--- src/rtl/seg_mux_ctrl_pkg.sv ---
// Shared state encoding and anode patterns for the two-digit display multiplexer.
package seg_mux_pkg;

    typedef enum logic [1:0] {
        S_BLANK_LO,
        S_SHOW_HI,
        S_BLANK_HI,
        S_SHOW_LO
    } state_t;

    // Active-low anode enables: [1] = left/high digit, [0] = right/low digit.
    localparam logic [1:0] ANODE_OFF = 2'b11;
    localparam logic [1:0] ANODE_HI  = 2'b01;
    localparam logic [1:0] ANODE_LO  = 2'b10;

    function automatic logic is_show(input state_t s);
        return (s == S_SHOW_HI) || (s == S_SHOW_LO);
    endfunction

endpackage

--- src/rtl/seg_mux_ctrl_if.sv ---
// Digit-source handshake plus the shared decoder / anode drive of the display multiplexer.
interface seg_mux_ctrl_if;
    logic       digit_valid;
    logic [3:0] digit_in;
    logic       digit_ready;
    logic       clear;
    logic [3:0] hex_out;
    logic [1:0] anode_n;
    logic       frame_tick;

    modport master (
        output digit_valid, digit_in, clear,
        input  digit_ready, hex_out, anode_n, frame_tick
    );

    modport slave (
        input  digit_valid, digit_in, clear,
        output digit_ready, hex_out, anode_n, frame_tick
    );
endinterface

--- src/rtl/seg_mux_ctrl_dwell_timer.sv ---
// Dwell counter: counts 0..limit-1 and restarts itself at terminal count.
// Latency: tc is combinational from the count register; the count reloads on the tc edge.
// Backpressure: none, free-running.
module dwell_timer #(
    parameter int CNT_W = 15
) (
    input  logic             int_osc,
    input  logic             reset,
    input  logic [CNT_W-1:0] limit,
    output logic             tc
);

    logic [CNT_W-1:0] cnt;

    // The limit may change on the tc edge; the fresh count starts from zero either way.
    assign tc = (cnt == (limit - CNT_W'(1)));

    always_ff @(posedge int_osc or posedge reset) begin
        if (reset) begin
            cnt <= '0;
        end else if (tc) begin
            cnt <= '0;
        end else begin
            cnt <= cnt + CNT_W'(1);
        end
    end

endmodule

--- src/rtl/seg_mux_ctrl.sv ---
// Time-multiplexes one hex decoder across two common-anode digits with blanking gaps.
// Latency: display outputs registered; a new digit commits at the next BLANK entry.
// Backpressure: one pending slot; digit_ready low while it is full or clear is high.
module seg_mux_ctrl
    import seg_mux_pkg::*;
#(
    parameter int REFRESH_CNT = 24000,
    parameter int BLANK_CNT   = 240,
    parameter int CNT_W       = 15
) (
    input  logic int_osc,
    input  logic reset,
    seg_mux_ctrl_if.slave bus
);

    state_t           state;
    state_t           state_nxt;
    logic [CNT_W-1:0] limit;
    logic             tc;

    logic [3:0] dig_hi;
    logic [3:0] dig_lo;
    logic [3:0] pend;
    logic       pend_full;
    logic [3:0] dig_hi_nxt;
    logic [3:0] dig_lo_nxt;
    logic       xfer;
    logic       commit;

    logic [1:0] anode_nxt;
    logic [3:0] hex_nxt;
    logic       tick_nxt;
    logic [1:0] anode_q;
    logic [3:0] hex_q;
    logic       tick_q;

    assign limit = is_show(state) ? CNT_W'(REFRESH_CNT) : CNT_W'(BLANK_CNT);

    dwell_timer #(
        .CNT_W (CNT_W)
    ) u_dwell_timer (
        .int_osc (int_osc),
        .reset   (reset),
        .limit   (limit),
        .tc      (tc)
    );

    assign bus.digit_ready = ~pend_full & ~bus.clear;
    assign xfer            = bus.digit_valid & bus.digit_ready;
    // Commits only on the edge leaving a SHOW state, so digits never change mid-dwell.
    assign commit          = tc & is_show(state) & pend_full;

    always_comb begin
        dig_hi_nxt = dig_hi;
        dig_lo_nxt = dig_lo;
        if (bus.clear) begin
            dig_hi_nxt = 4'h0;
            dig_lo_nxt = 4'h0;
        end else if (commit) begin
            dig_hi_nxt = dig_lo;
            dig_lo_nxt = pend;
        end
    end

    always_ff @(posedge int_osc or posedge reset) begin
        if (reset) begin
            dig_hi    <= 4'h0;
            dig_lo    <= 4'h0;
            pend      <= 4'h0;
            pend_full <= 1'b0;
        end else begin
            dig_hi <= dig_hi_nxt;
            dig_lo <= dig_lo_nxt;
            if (bus.clear || commit) begin
                pend_full <= 1'b0;
            end else if (xfer) begin
                pend_full <= 1'b1;
            end
            if (xfer) begin
                pend <= bus.digit_in;
            end
        end
    end

    always_ff @(posedge int_osc or posedge reset) begin
        if (reset) begin
            state <= S_BLANK_LO;
        end else begin
            state <= state_nxt;
        end
    end

    // Outputs are decoded from the next state and next digits so the registered
    // values line up with the state they belong to.
    always_comb begin
        state_nxt = state;
        anode_nxt = ANODE_OFF;
        hex_nxt   = dig_hi_nxt;
        tick_nxt  = 1'b0;
        if (tc) begin
            unique case (state)
                S_BLANK_LO: begin
                    state_nxt = S_SHOW_HI;
                    tick_nxt  = 1'b1;
                end
                S_SHOW_HI:  state_nxt = S_BLANK_HI;
                S_BLANK_HI: state_nxt = S_SHOW_LO;
                S_SHOW_LO:  state_nxt = S_BLANK_LO;
                default:    state_nxt = S_BLANK_LO;
            endcase
        end
        unique case (state_nxt)
            S_SHOW_HI: begin
                anode_nxt = ANODE_HI;
                hex_nxt   = dig_hi_nxt;
            end
            S_SHOW_LO: begin
                anode_nxt = ANODE_LO;
                hex_nxt   = dig_lo_nxt;
            end
            S_BLANK_HI: begin
                anode_nxt = ANODE_OFF;
                hex_nxt   = dig_lo_nxt;
            end
            default: begin
                anode_nxt = ANODE_OFF;
                hex_nxt   = dig_hi_nxt;
            end
        endcase
    end

    always_ff @(posedge int_osc or posedge reset) begin
        if (reset) begin
            anode_q <= ANODE_OFF;
            hex_q   <= 4'h0;
            tick_q  <= 1'b0;
        end else begin
            anode_q <= anode_nxt;
            hex_q   <= hex_nxt;
            tick_q  <= tick_nxt;
        end
    end

    assign bus.anode_n    = anode_q;
    assign bus.hex_out    = hex_q;
    assign bus.frame_tick = tick_q;

endmodule
--- src/flat_wrapper.sv ---
// flat-port wrapper written by rule: the top's interface ports become plain ports
module seg_mux_ctrl_flat import seg_mux_pkg::*;
#(
    parameter int REFRESH_CNT = 24000,
    parameter int BLANK_CNT   = 240,
    parameter int CNT_W       = 15
)
  (int_osc, reset, bus_digit_valid, bus_digit_in, bus_clear, bus_digit_ready, bus_hex_out, bus_anode_n, bus_frame_tick);
  seg_mux_ctrl_if bus_i ();
  input  logic int_osc;
  input  logic reset;
  input wire logic [$bits(bus_i.digit_valid)-1:0] bus_digit_valid;
  input wire logic [$bits(bus_i.digit_in)-1:0] bus_digit_in;
  input wire logic [$bits(bus_i.clear)-1:0] bus_clear;
  output wire logic [$bits(bus_i.digit_ready)-1:0] bus_digit_ready;
  output wire logic [$bits(bus_i.hex_out)-1:0] bus_hex_out;
  output wire logic [$bits(bus_i.anode_n)-1:0] bus_anode_n;
  output wire logic [$bits(bus_i.frame_tick)-1:0] bus_frame_tick;
  assign bus_i.digit_valid = bus_digit_valid;
  assign bus_i.digit_in = bus_digit_in;
  assign bus_i.clear = bus_clear;
  assign bus_digit_ready = bus_i.digit_ready;
  assign bus_hex_out = bus_i.hex_out;
  assign bus_anode_n = bus_i.anode_n;
  assign bus_frame_tick = bus_i.frame_tick;
  seg_mux_ctrl #(.REFRESH_CNT(REFRESH_CNT), .BLANK_CNT(BLANK_CNT), .CNT_W(CNT_W)) u_core (.int_osc(int_osc), .reset(reset), .bus(bus_i));
endmodule
--- config.mk ---
export PLATFORM = sky130hd
export DESIGN_NAME = seg_mux_ctrl_flat
export DESIGN_NICKNAME = d
export VERILOG_FILES = /design/src/rtl/seg_mux_ctrl_pkg.sv /design/src/rtl/seg_mux_ctrl_if.sv /design/src/rtl/seg_mux_ctrl_dwell_timer.sv /design/src/rtl/seg_mux_ctrl.sv /design/src/flat_wrapper.sv
export SDC_FILE = /design/constraint.sdc
export NUM_CORES = 1
export LEC_CHECK = 0
export ABC_CLOCK_PERIOD_IN_PS = 3100
export BUFFER_PORTS_ARGS = -buffer_cell sky130_fd_sc_hd__buf_4
export CORE_AREA = 2 2 65 67
export DETAILED_ROUTE_END_ITERATION = 7
export DIE_AREA = 0 0 67 69
export GPL_ROUTABILITY_DRIVEN = 0
export PLACE_DENSITY_LB_ADDON = 0.15
export SYNTH_ARGS = -nofsm -noshare
export SYNTH_HDL_FRONTEND = slang
export SYNTH_SLANG_ARGS = --single-unit
--- constraint.sdc ---
create_clock -name int_osc -period 3.1 [get_ports int_osc]
set_clock_uncertainty 0.05 [all_clocks]
set_input_delay 0 -clock int_osc [delete_from_list [all_inputs] [get_ports int_osc]]
set_output_delay 0 -clock int_osc [all_outputs]
set_load 0.02 [all_outputs]
==> results of run 1 <==
power by group through the flow:
stage               clock, mW  sequential, mW  combinational (mW)
floorplan                   0           0.509              0.0245
global placement            0           0.513              0.0368
detailed placement          0           0.513              0.0377
CTS                     0.329           0.504              0.0461
global route            0.353           0.505              0.0507
finish                  0.318           0.504              0.0453
worst paths after layout:
| kind | end | start | slack, ns | depth (start not counted) |
|---|---|---|---|---|
| worst max-delay path | u_core.pend_full | u_core.state[1] | 0.32 | 8 |
| worst min-delay path | u_core.u_dwell_timer.cnt[11] | reset | 0.33 | 4 |
| worst max register to register | u_core.pend_full | u_core.state[1] | 0.32 | 8 |
| worst min register to register | u_core.u_dwell_timer.cnt[0] | u_core.u_dwell_timer.cnt[0] | 0.46 | 1 |
| max in group asynchronous | u_core.bus.anode_n[0] | reset | 2.32 | 4 |
| min in group int_osc | u_core.pend[3] | bus_digit_in[3] | 0.44 | 3 |
cell families (layout without fill, tap and decap cells):
family / count (synthesis) / count (layout) / share of synthesized area (%)
simple gates: 72 / 72 / 19.0
xor+xnor: 13 / 13 / 5.97
compound gates: 19 / 19 / 7.74
mux: 19 / 19 / 10.7
flops: 37 / 37 / 48.7
buf+inv: 13 / 39 / 4.07
fa+ha+maj: 6 / 6 / 3.93
layout by cell type (no fill, tap or decap), types with 2 or more instances in the layout:
master	n
clkbuf_1	3
nor4_1	2
nand2_1	5
dfrtp_1	35
mux2_2	8
dlygate4sd3_1	8
inv_1	5
buf_4	18
a21oi_1	5
nor3_1	6
or3_1	2
o31a_1	2
nand3_1	3
xnor2_1	8
mux2i_1	10
nor2b_1	2
nand4_1	4
dfstp_2	2
clkbuf_8	5
ha_1	6
a211oi_1	2
nor2_1	37
xor2_1	5
a2bb2oi_1	2
cell usage after synthesis, types with 2 or more instances:
| cell | instances |
|---|---|
| a211oi_1 | 2 |
| a21oi_1 | 5 |
| a2bb2oi_1 | 2 |
| buf_2 | 2 |
| buf_6 | 2 |
| clkbuf_1 | 3 |
| dfrtp_1 | 35 |
| dfstp_2 | 2 |
| ha_1 | 6 |
| inv_1 | 5 |
| mux2_2 | 8 |
| mux2i_1 | 10 |
| nand2_1 | 5 |
| nand3_1 | 3 |
| nand4_1 | 4 |
| nor2_1 | 37 |
| nor2b_1 | 2 |
| nor3_1 | 6 |
| nor4_1 | 2 |
| o31a_1 | 2 |
| or3_1 | 2 |
| xnor2_1 | 8 |
| xor2_1 | 5 |
worst max-delay path, stage by stage (launching register included):
cell and delay (ns):
dfrtp_1 0.57, inv_1 0.17, ha_1 0.24, nor2_1 0.19
mux2i_2 0.13, nor4_2 0.41, buf_4 0.26, nor3_1 0.07
dlygate4sd3_1 0.56
routing by layer:
layer | up-vias | wire [um]
li1 | 667 | -
met1 | 674 | 1730
met2 | 25 | 1700
met3 | 7 | 131
met4 | 0 | 70
met5 | - | 0
state kept, by name, summed over array words and instances (netlist names):
name and flops:
u_core.bus.anode_n 2, u_core.bus.frame_tick 1, u_core.bus.hex_out 4, u_core.dig_hi 4, u_core.dig_lo 4, u_core.pend 4
u_core.pend_full 1, u_core.state 2, u_core.u_dwell_timer.cnt 15
final cells by class:
class,count,area share [%]
Sequential cell,37,42.1
Multi-Input combinational cell,129,40.9
Timing Repair Buffer,26,9.75
Clock buffer,8,3.63
Tap cell,50,2.83
Inverter,5,0.850
what timing repair did:
action                     in CTS  in global routing
hold endpoints to repair       49                  0
hold buffers                    8                  0
setup endpoints to repair       0                  0
resized for setup               0                  0
metrics by stage:
| step | utilization, % | power (mW) | area [um2] | worst slack (ns) |
|---|---|---|---|---|
| finish | 56.4 | 0.867 | 2210 | 0.324 |
| global route | 56.4 | 0.909 | 2210 | 0.147 |
| CTS | 56.4 | 0.878 | 2210 | 0.324 |
| detailed placement | 52.3 | 0.551 | 2050 | 0.647 |
| global placement | 52.3 | 0.550 | 2050 | 0.670 |
| floorplan | - | 0.533 | 1910 | 0.910 |
==> key figures, run 1 <==
Logic synthesis
  – Library cells used by synthesis: 44
  – Leading area contributor after synthesis: dfrtp_1
  – Area share of the largest cell type after synthesis: 45.9%
  – Synth area leaders: dfrtp_1 (46%), nor2_1 (7.3%), mux2i_1 (5.2%)
  – Synth Flop Type: dfrtp_1
  – Post-synth EDFFs: 0
  – Synth async-reset ratio: 100%
  – Mean post-synth cell area: 10.7 um2
  – Post-synthesis sequential area ratio: 48.7%
  – Yosys warns: 0
  – Mapped Cells: 179
  – Seq cells post-synth: 37
  – Synthesized Nets: 193
  – Mapped Area: 0.00191 mm2

Global route
  – GR Util met2: 25.5%
  – Gr usage total: 18.0%
  – Met3 Use GR: 3.92%
  – First-pass GRT wire length: 6390 um
  – GRT overflow: 0
  – GRT met1 Usage: 26.0%
  – Largest net degree at the start of global routing: 38
  – Grt peak-use layer: met1
  – Initial antenna violation count: 0
  – Vias in the first global route: 1305

Clock network
  – Post-CTS Setup Bufs: 0
  – Worst-skew pair later-pin latency: 0.29 ns
  – H-tree depth: 2
  – CTS root buffer: clkbuf_8
  – CTS Buf Count: 5
  – CTS tree: built
  – CTS clock-pin slew for the worst setup and hold paths: 0.07 ns
  – Clock tree sinks: 37
  – CTS max path bufs: 2

Hold path
  – Hold Path Class: in -> async

STA
  – Worst slew pin tran: 0.572 ns
  – Max-slew headroom: 61.7%
  – Worst hold margin: 0.334 ns
  – Total negative slack: 0 ns
  – Unrepaired setup endpoints after global routing: false
  – Final setup fails: 0
  – Final min period: 2.78 ns
  – Max-slew violation count: 0
  – FMAX: 360 MHz
  – Final hold vios: 0
  – Final period util: 89.5%

Die
  – Rows: 23
  – Total die area: 0.00462 mm2
  – Die height: 69 um
  – # IOs: 16
  – Core area: 0.00391 mm2
  – Chip Width: 67 um
  – Initial Util: 48.8%

Setup path
  – Startpoint Class: register
  – Crit path arrival time: 2.89 ns
  – Crit Path Class: reg -> reg
  – Critical path fanouts, max: 10
  – Endpoint class of the critical path: register
  – Critical Path RT: 3.22 ns

Power
  – Switching power: 0.189 mW
  – Comb pwr share: 5.2%
  – Clock power frac: 36.7%
  – Sequential Power Share: 58.1%
  – P_leak: 0.988 nW
  – Int Pwr: 0.678 mW
  – Switch share: 21.8%
  – Worst IR drop on VDD: 0.000277 V
  – Pwr dens: 393 mW/mm2

Final layout
  – Fillcell total: 359
  – FF/Latch Area: 928 um2
  – N_diodes: 0
  – Ratio of cells with drive above 1 in the final layout: 20.5%
  – Multi-input gate area: 902 um2
  – Area Overhead vs Synth: 15.7%
  – Nets: 218
  – Layout Cells excl Fill: 255

Route
  – Drt via density: 5.38
  – Antenna-violating nets left: 0
  – # DRC: 0
  – Wirelength per Cell: 14.3 um
  – Initial drt markers: 55
  – Drt pass-1 iters: 4
  – Vias: 1373
  – Routed WL: 3640 um

Placed design
  – Final HPWL DP: 2470 um
  – Inst Count DP: 239
  – I/O Buffers: 15

Job
  – Max_cap viols: 0

Run status
  – Outcome: finished clean
Note: power is estimated with default switching activity, not from simulation.
==> inputs of run 2 (changes only) <==
--- a/config.mk
+++ b/config.mk
@@ -12,6 +12,7 @@
 export DIE_AREA = 0 0 67 69
 export GPL_ROUTABILITY_DRIVEN = 0
 export PLACE_DENSITY_LB_ADDON = 0.15
+export REMOVE_ABC_BUFFERS = 1
 export SYNTH_ARGS = -nofsm -noshare
 export SYNTH_HDL_FRONTEND = slang
 export SYNTH_SLANG_ARGS = --single-unit
==> run 2 against run 1 <==
  * Worst setup slack improved by 0.16 ns
  * Register-to-register slack improved by 0.16 ns
  * Cell area rose by 0.96%
  * Sequential share of layout area fell by 0.40 points
  * Count of clock-buffer cells in the layout fell by 1
  * Maximum frequency rose by 6.0%
  * Non-clock buffer count did not move
  * Sequential power barely moved
  * Critical path type unchanged
==> key figures, run 2 (same netlist as run 1, synthesis figures left out) <==
Placed design
  – Final HPWL DP: 2450 um (-0.84%)
  – Placed cell area: 0.00205 mm2 (unchanged)
  – DP Worst Slack: 0.627 ns (-0.0198 ns)
  – I/O Buffers: 15 (unchanged)

Global route
  – Initial antenna violation count: 0 (unchanged)
  – Largest net degree at the start of global routing: 38 (unchanged)
  – Met3 Use GR: 5.06% (+1.1 points)
  – GR Util met2: 28.2% (+2.6 points)
  – GRT met1 Usage: 22.0% (-4.0 points)
  – GRT overflow: 0 (unchanged)
  – First-pass GRT wire length: 6290 um (-1.5%)
  – Gr usage total: 17.6% (-0.46 points)
  – Grt peak-use layer: met2
  – Vias in the first global route: 1359 (+4.1%)

STA
  – Final period util: 84.4% (-5.1 points)
  – Final setup fails: 0 (unchanged)
  – Final hold vios: 0 (unchanged)
  – Worst setup margin: 0.482 ns (+0.158 ns)
  – Worst slew pin tran: 0.595 ns (+0.0233 ns)
  – Max-slew headroom: 60.1% (-1.6 points)
  – Total negative slack: 0 ns (unchanged)
  – FMAX: 382 MHz (+6.0%)
  – Unrepaired setup endpoints after global routing: false
  – Max-slew violation count: 0 (unchanged)
  – Final min period: 2.62 ns (-0.158 ns)

Final layout
  – Top reg by flops: u_core.u_dwell_timer.cnt
  – Max FFs per register: 15 (unchanged)
  – Nets: 218 (unchanged)
  – N_diodes: 0 (unchanged)
  – Design Area, Final: 0.00223 mm2 (+0.96%)
  – Commonest non-fill, non-tap cell in the layout: nor2_1
  – Ratio of cells with drive above 1 in the final layout: 22.0% (+1.5 points)
  – Most frequent cells in the layout: nor2_1 (37), dfrtp_1 (35), buf_4 (18)
  – Area Overhead vs Synth: 16.8%

Die
  – Total die area: 0.00462 mm2 (unchanged)
  – Die height: 69 um (unchanged)
  – Chip Width: 67 um (unchanged)
  – Rows: 23 (unchanged)
  – # IOs: 16 (unchanged)
  – Initial Util: 48.8% (unchanged)
  – Core area: 0.00391 mm2 (unchanged)

Power
  – Power after layout: 0.924 mW (+6.5%)
  – Switch share: 22.2% (+0.33 points)
  – Worst IR drop on VDD: 0.000200 V (-28%)
  – Switching power: 0.205 mW (+8.1%)
  – Comb pwr share: 4.9% (-0.3 points)
  – Sequential Power Share: 54.4% (-3.7 points)
  – Int Pwr: 0.719 mW (+6.1%)
  – Clock power frac: 40.7% (+4.0 points)
  – P_leak: 1.00 nW (+1.5%)
  – Pwr dens: 414 mW/mm2 (+5.5%)

Setup path
  – Startpoint Class: register
  – Endpoint class of the critical path: register
  – Critical Path RT: 3.29 ns (+0.07 ns)
  – Crit path arrival time: 2.81 ns (-0.08 ns)
  – Critical path fanouts, max: 10 (unchanged)
  – Crit Path Class: reg -> reg

Route
  – Antenna-violating nets left: 0 (unchanged)
  – Wirelength per Cell: 14.1 um (-1.4%)
  – # DRC: 0 (unchanged)
  – Vias: 1359 (-1.0%)
  – Drt via density: 5.33 (-1.0%)
  – Initial drt markers: 133 (+140%)
  – Drt pass-1 iters: 4 (unchanged)
  – Routed WL: 3580 um (-1.4%)

Clock network
  – H-tree depth: 2 (unchanged)
  – CTS Buf Count: 5 (unchanged)
  – CTS max path bufs: 2 (unchanged)
  – Post-CTS Setup Bufs: 0 (unchanged)
  – Clock tree sinks: 37 (unchanged)
  – CTS tree: built
  – CTS clock-pin slew for the worst setup and hold paths: 0.07 ns (about the same)
  – Worst-skew pair later-pin latency: 0.30 ns (about the same)
  – CTS root buffer: clkbuf_8

Job
  – Max_cap viols: 0 (unchanged)

Run status
  – Outcome: finished clean

Hold path
  – Hold Path Class: in -> async
run 2: what timing repair did:
action,in CTS,in global routing
resized for setup,0,0
hold endpoints to repair,49,0
hold buffers,8,0
run 2: power by group through the flow:
| stage | Sequential [mW] | Combinational, mW | Clock (mW) |
|---|---|---|---|
| after floorplan | 0.509 | 0.0218 | 0 |
| after global placement | 0.512 | 0.0370 | 0 |
| after detailed placement | 0.512 | 0.0382 | 0 |
| after CTS | 0.502 | 0.0466 | 0.380 |
| after global routing | 0.504 | 0.0508 | 0.406 |
| final | 0.502 | 0.0455 | 0.376 |
run 2: per-layer routing:
layer,part of all wire (%),vias up
met5,0,-
met2,49,21
met3,3.9,6
met4,1.9,0
li1,-,662
met1,45,670
run 2: path summary, 6_finish.rpt:
check                                             from                          end  slack, ns  cells after the start
max in group asynchronous                        reset        u_core.bus.anode_n[1]       2.33                      4
hold reg to reg            u_core.u_dwell_timer.cnt[0]  u_core.u_dwell_timer.cnt[0]       0.44                      1
setup reg to reg                       u_core.state[1]             u_core.pend_full       0.48                      8
setup / recovery                       u_core.state[1]             u_core.pend_full       0.48                      8
min in group int_osc                   bus_digit_in[3]               u_core.pend[3]       0.43                      3
hold / removal                                   reset        u_core.bus.hex_out[1]       0.32                      4
run 2: per-stage QoR:
step	cells	util [%]	hold slack, ns
6_report	255	56.9	0.317
3_5_place_dp	239	52.3	0.0949
2_1_floorplan	171	-	0.0164
5_1_grt	255	56.9	0.362
4_1_cts	255	56.9	0.335
3_3_place_gp	239	52.3	0.0833
run 2: area by class of cell:
cell class | instances | area, um2
Fill cell | 359 | 1690
Clock buffer | 7 | 96.3
Sequential cell | 37 | 928
Timing Repair Buffer | 26 | 215
Tap cell | 50 | 62.6
Inverter | 5 | 18.8
Multi-Input combinational cell | 129 | 902
Clock inverter | 1 | 5.00
run 2: worst max-delay path: stages, from the launching register on:
cell and delay [ns]:
dfrtp_1 0.55, inv_1 0.16, ha_1 0.24, nor2_1 0.17, mux2i_2 0.36, nor4_2 0.09
buf_4 0.21, nor3_1 0.17, dlygate4sd3_1 0.57
==> inputs of run 3 (changes only) <==
--- a/config.mk
+++ b/config.mk
@@ -5,7 +5,7 @@
 export SDC_FILE = /design/constraint.sdc
 export NUM_CORES = 1
 export LEC_CHECK = 0
-export ABC_CLOCK_PERIOD_IN_PS = 3100
+export ABC_CLOCK_PERIOD_IN_PS = 2300
 export BUFFER_PORTS_ARGS = -buffer_cell sky130_fd_sc_hd__buf_4
 export CORE_AREA = 2 2 65 67
 export DETAILED_ROUTE_END_ITERATION = 7
==> constraint.sdc (replaced) <==
create_clock -name int_osc -period 2.3 [get_ports int_osc]
set_clock_uncertainty 0.05 [all_clocks]
set_input_delay 0 -clock int_osc [delete_from_list [all_inputs] [get_ports int_osc]]
set_output_delay 0 -clock int_osc [all_outputs]
set_load 0.02 [all_outputs]
==> run 3 against run 2 <==
  * Worst hold slack gained 0.0042 ns
  * Sequential share of layout area decreased by 1.9 points
  * Maximum frequency grew 21%
  * Worst setup slack got worse by 0.35 ns
  * Count of clock-buffer cells in the layout shrank 2
  * Critical path depth shrank 2
  * Clock power increased by 78%
  * First-iteration DRC count decreased by 29%
  * Register-to-register slack got worse by 0.35 ns
  * Non-clock buffer count is 6 higher
  * Core utilization increased by 2.7 points
  * Critical path type unchanged
  * Final cell count is 2.4% higher
==> key figures, run 3 (same netlist as run 1, synthesis figures left out) <==
Power
  – Worst IR drop on VDD: 0.000473 V (+140%)
  – Comb pwr share: 4.2% (-0.7 points)
  – Pwr dens: 602 mW/mm2 (+45%)
  – Int Pwr: 1.13 mW (+57%)
  – Clock power frac: 47.5% (+6.8 points)
  – Sequential Power Share: 48.2% (-6.2 points)
  – Switching power: 0.277 mW (+35%)
  – P_leak: 1.08 nW (+7.9%)
  – Switch share: 19.7% (-2.4 points)
  – Power after layout: 1.40 mW (+52%)

Route
  – Antenna-violating nets left: 0 (unchanged)
  – Initial drt markers: 95 (-29%)
  – Drt pass-1 iters: 4 (unchanged)
  – Drt via density: 5.49 (+3.0%)
  – # DRC: 0 (unchanged)
  – Wirelength per Cell: 15.2 um (+7.9%)
  – Routed WL: 3960 um (+10%)
  – Vias: 1433 (+5.4%)

STA
  – Max-slew violation count: 0 (unchanged)
  – FMAX: 461 MHz (+21%)
  – Worst slew pin tran: 0.462 ns (-0.133 ns)
  – Total negative slack: 0 ns (unchanged)
  – Final hold vios: 0 (unchanged)
  – Final period util: 94.2% (+9.8 points)
  – Final setup fails: 0 (unchanged)
  – Final min period: 2.17 ns (-0.451 ns)
  – Max-slew headroom: 68.6% (+8.5 points)

Final layout
  – Max FFs per register: 15 (unchanged)
  – Most frequent cells in the layout: nor2_1 (37), dfrtp_1 (35), buf_4 (23)
  – Area Overhead vs Synth: 22.2%
  – Final Util: 59.6% (+2.7 points)
  – Layout Cells excl Fill: 261 (+2.4%)
  – Top reg by flops: u_core.u_dwell_timer.cnt
  – Fillcell total: 361 (+0.56%)
  – Commonest non-fill, non-tap cell in the layout: nor2_1
  – Nets: 224 (+2.8%)
  – Ratio of cells with drive above 1 in the final layout: 25.6% (+3.6 points)
  – N_diodes: 0 (unchanged)

Die
  – # IOs: 16 (unchanged)
  – Total die area: 0.00462 mm2 (unchanged)
  – Core area: 0.00391 mm2 (unchanged)
  – Initial Util: 48.8% (unchanged)
  – Die height: 69 um (unchanged)
  – Rows: 23 (unchanged)
  – Chip Width: 67 um (unchanged)

Setup path
  – Crit Path Class: reg -> reg
  – CP bufs+invs: 0 (-3)
  – Crit path arrival time: 2.33 ns (-0.48 ns)
  – R2R Path Start: u_core.u_dwell_timer.cnt[0]
  – Startpoint Class: register
  – R2R setup slack: 0.13 ns (-0.35 ns)
  – CP peak stage delay: 0.55 ns (-0.02 ns)
  – Endpoint class of the critical path: register
  – R2r worst-path depth: 6 (-2)
  – Critical path fanouts, max: 4 (-6)
  – Critical Path RT: 2.46 ns (-0.83 ns)
  – Slowest CP cell: or4_4
  – Worst path cell trace: ha_2 -> nand3_2 -> or4_4 -> o31a_1 -> a31oi_2 -> a2bb2oi_1
  – CP top delay family: compound AO/OA/AOI/OAI gates
  – R2R Path End: u_core.bus.hex_out[0]

Global route
  – Largest net degree at the start of global routing: 38 (unchanged)
  – First-pass GRT wire length: 6890 um (+9.4%)
  – Initial antenna violation count: 0 (unchanged)
  – GRT overflow: 0 (unchanged)
  – Vias in the first global route: 1442 (+6.1%)
  – Gr usage total: 19.5% (+1.9 points)

Clock network
  – CTS clock-pin slew for the worst setup and hold paths: 0.07 ns (about the same)
  – CTS root buffer: clkbuf_8
  – CTS tree: built
  – Worst-skew pair later-pin latency: 0.29 ns (about the same)
  – H-tree depth: 2 (unchanged)
  – CTS max path bufs: 2 (unchanged)
  – CTS Buf Count: 5 (unchanged)
  – Clock tree sinks: 37 (unchanged)

Placed design
  – Final HPWL DP: 2580 um (+5.4%)
  – Inst Count DP: 244 (+2.1%)
  – I/O Buffers: 15 (unchanged)

Hold path
  – Hold Path Class: in -> async

Job
  – Max_cap viols: 0 (unchanged)

Run status
  – Outcome: finished clean
run 3: cell types whose count changed in the layout (fill, tap and decap cells not counted), sizes merged:
cell,before,now
dlygate4sd3,8,7
clkbuf,7,5
buf,18,25
bufinv,0,2
run 3: final cells by class:
class | instances | area (um2) | area share (%)
inverter | 5 | 18.8 | 0.805
timing repair buffer | 32 | 265 | 11.4
multi-input combinational | 129 | 923 | 39.6
clock buffer | 5 | 68.8 | 2.95
sequential | 37 | 928 | 39.8
tap | 50 | 62.6 | 2.68
clock inverter | 3 | 65.1 | 2.79
run 3: layer usage:
| metal | GRT usage (%) | vias to the layer above | share of wire (%) |
|---|---|---|---|
| met2 | 30.3 | 34 | 49 |
| li1 | - | 681 | - |
| met4 | 7.26 | 0 | 1.6 |
| met5 | 0 | - | 0 |
| met1 | 25.6 | 710 | 45 |
| met3 | 5.38 | 8 | 4.1 |
run 3: how the worst max path moves through the flow:
stage	start	endpoint	slack (ns)	cells past startpoint
2_1_floorplan	u_core.u_dwell_timer.cnt[0]	u_core.bus.hex_out[1]	-0.42	6
3_3_place_gp	u_core.u_dwell_timer.cnt[0]	u_core.dig_lo[3]	0.17	7
3_5_place_dp	u_core.u_dwell_timer.cnt[0]	u_core.bus.hex_out[2]	0.09	7
4_1_cts	u_core.u_dwell_timer.cnt[0]	u_core.bus.hex_out[2]	0.07	7
5_1_grt	u_core.u_dwell_timer.cnt[0]	u_core.bus.hex_out[0]	-0.005	6
6_report	u_core.u_dwell_timer.cnt[0]	u_core.bus.hex_out[0]	0.13	6
run 3: power groups by stage:
stage,clock network [mW],registers (mW),logic [mW]
2_1_floorplan,0,0.686,0.0294
3_3_place_gp,0,0.690,0.0501
3_5_place_dp,0,0.690,0.0516
4_1_cts,0.681,0.678,0.0612
5_1_grt,0.713,0.680,0.0676
6_report,0.668,0.678,0.0596
run 3: through the flow:
step | worst slack (ns) | area [um2] | hold WS (ns)
2_1_floorplan | -0.417 | 1850 | 0.0164
3_3_place_gp | 0.173 | 2080 | 0.0859
3_5_place_dp | 0.0914 | 2080 | 0.0972
4_1_cts | 0.0651 | 2290 | 0.333
5_1_grt | -0.00462 | 2330 | 0.380
6_report | 0.133 | 2330 | 0.321
run 3: what timing repair did:
action	4_1_cts	5_1_grt
buffers inserted	0	1
hold endpoints to repair	49	0
gates resized for setup	0	8
setup endpoints to repair	0	15
hold buffers	7	0
run 3: worst min-delay path: stages:
cell and delay, ns:
dlygate4sd3_1 0.53, buf_4 0.13, inv_1 0.04, buf_4 0.40
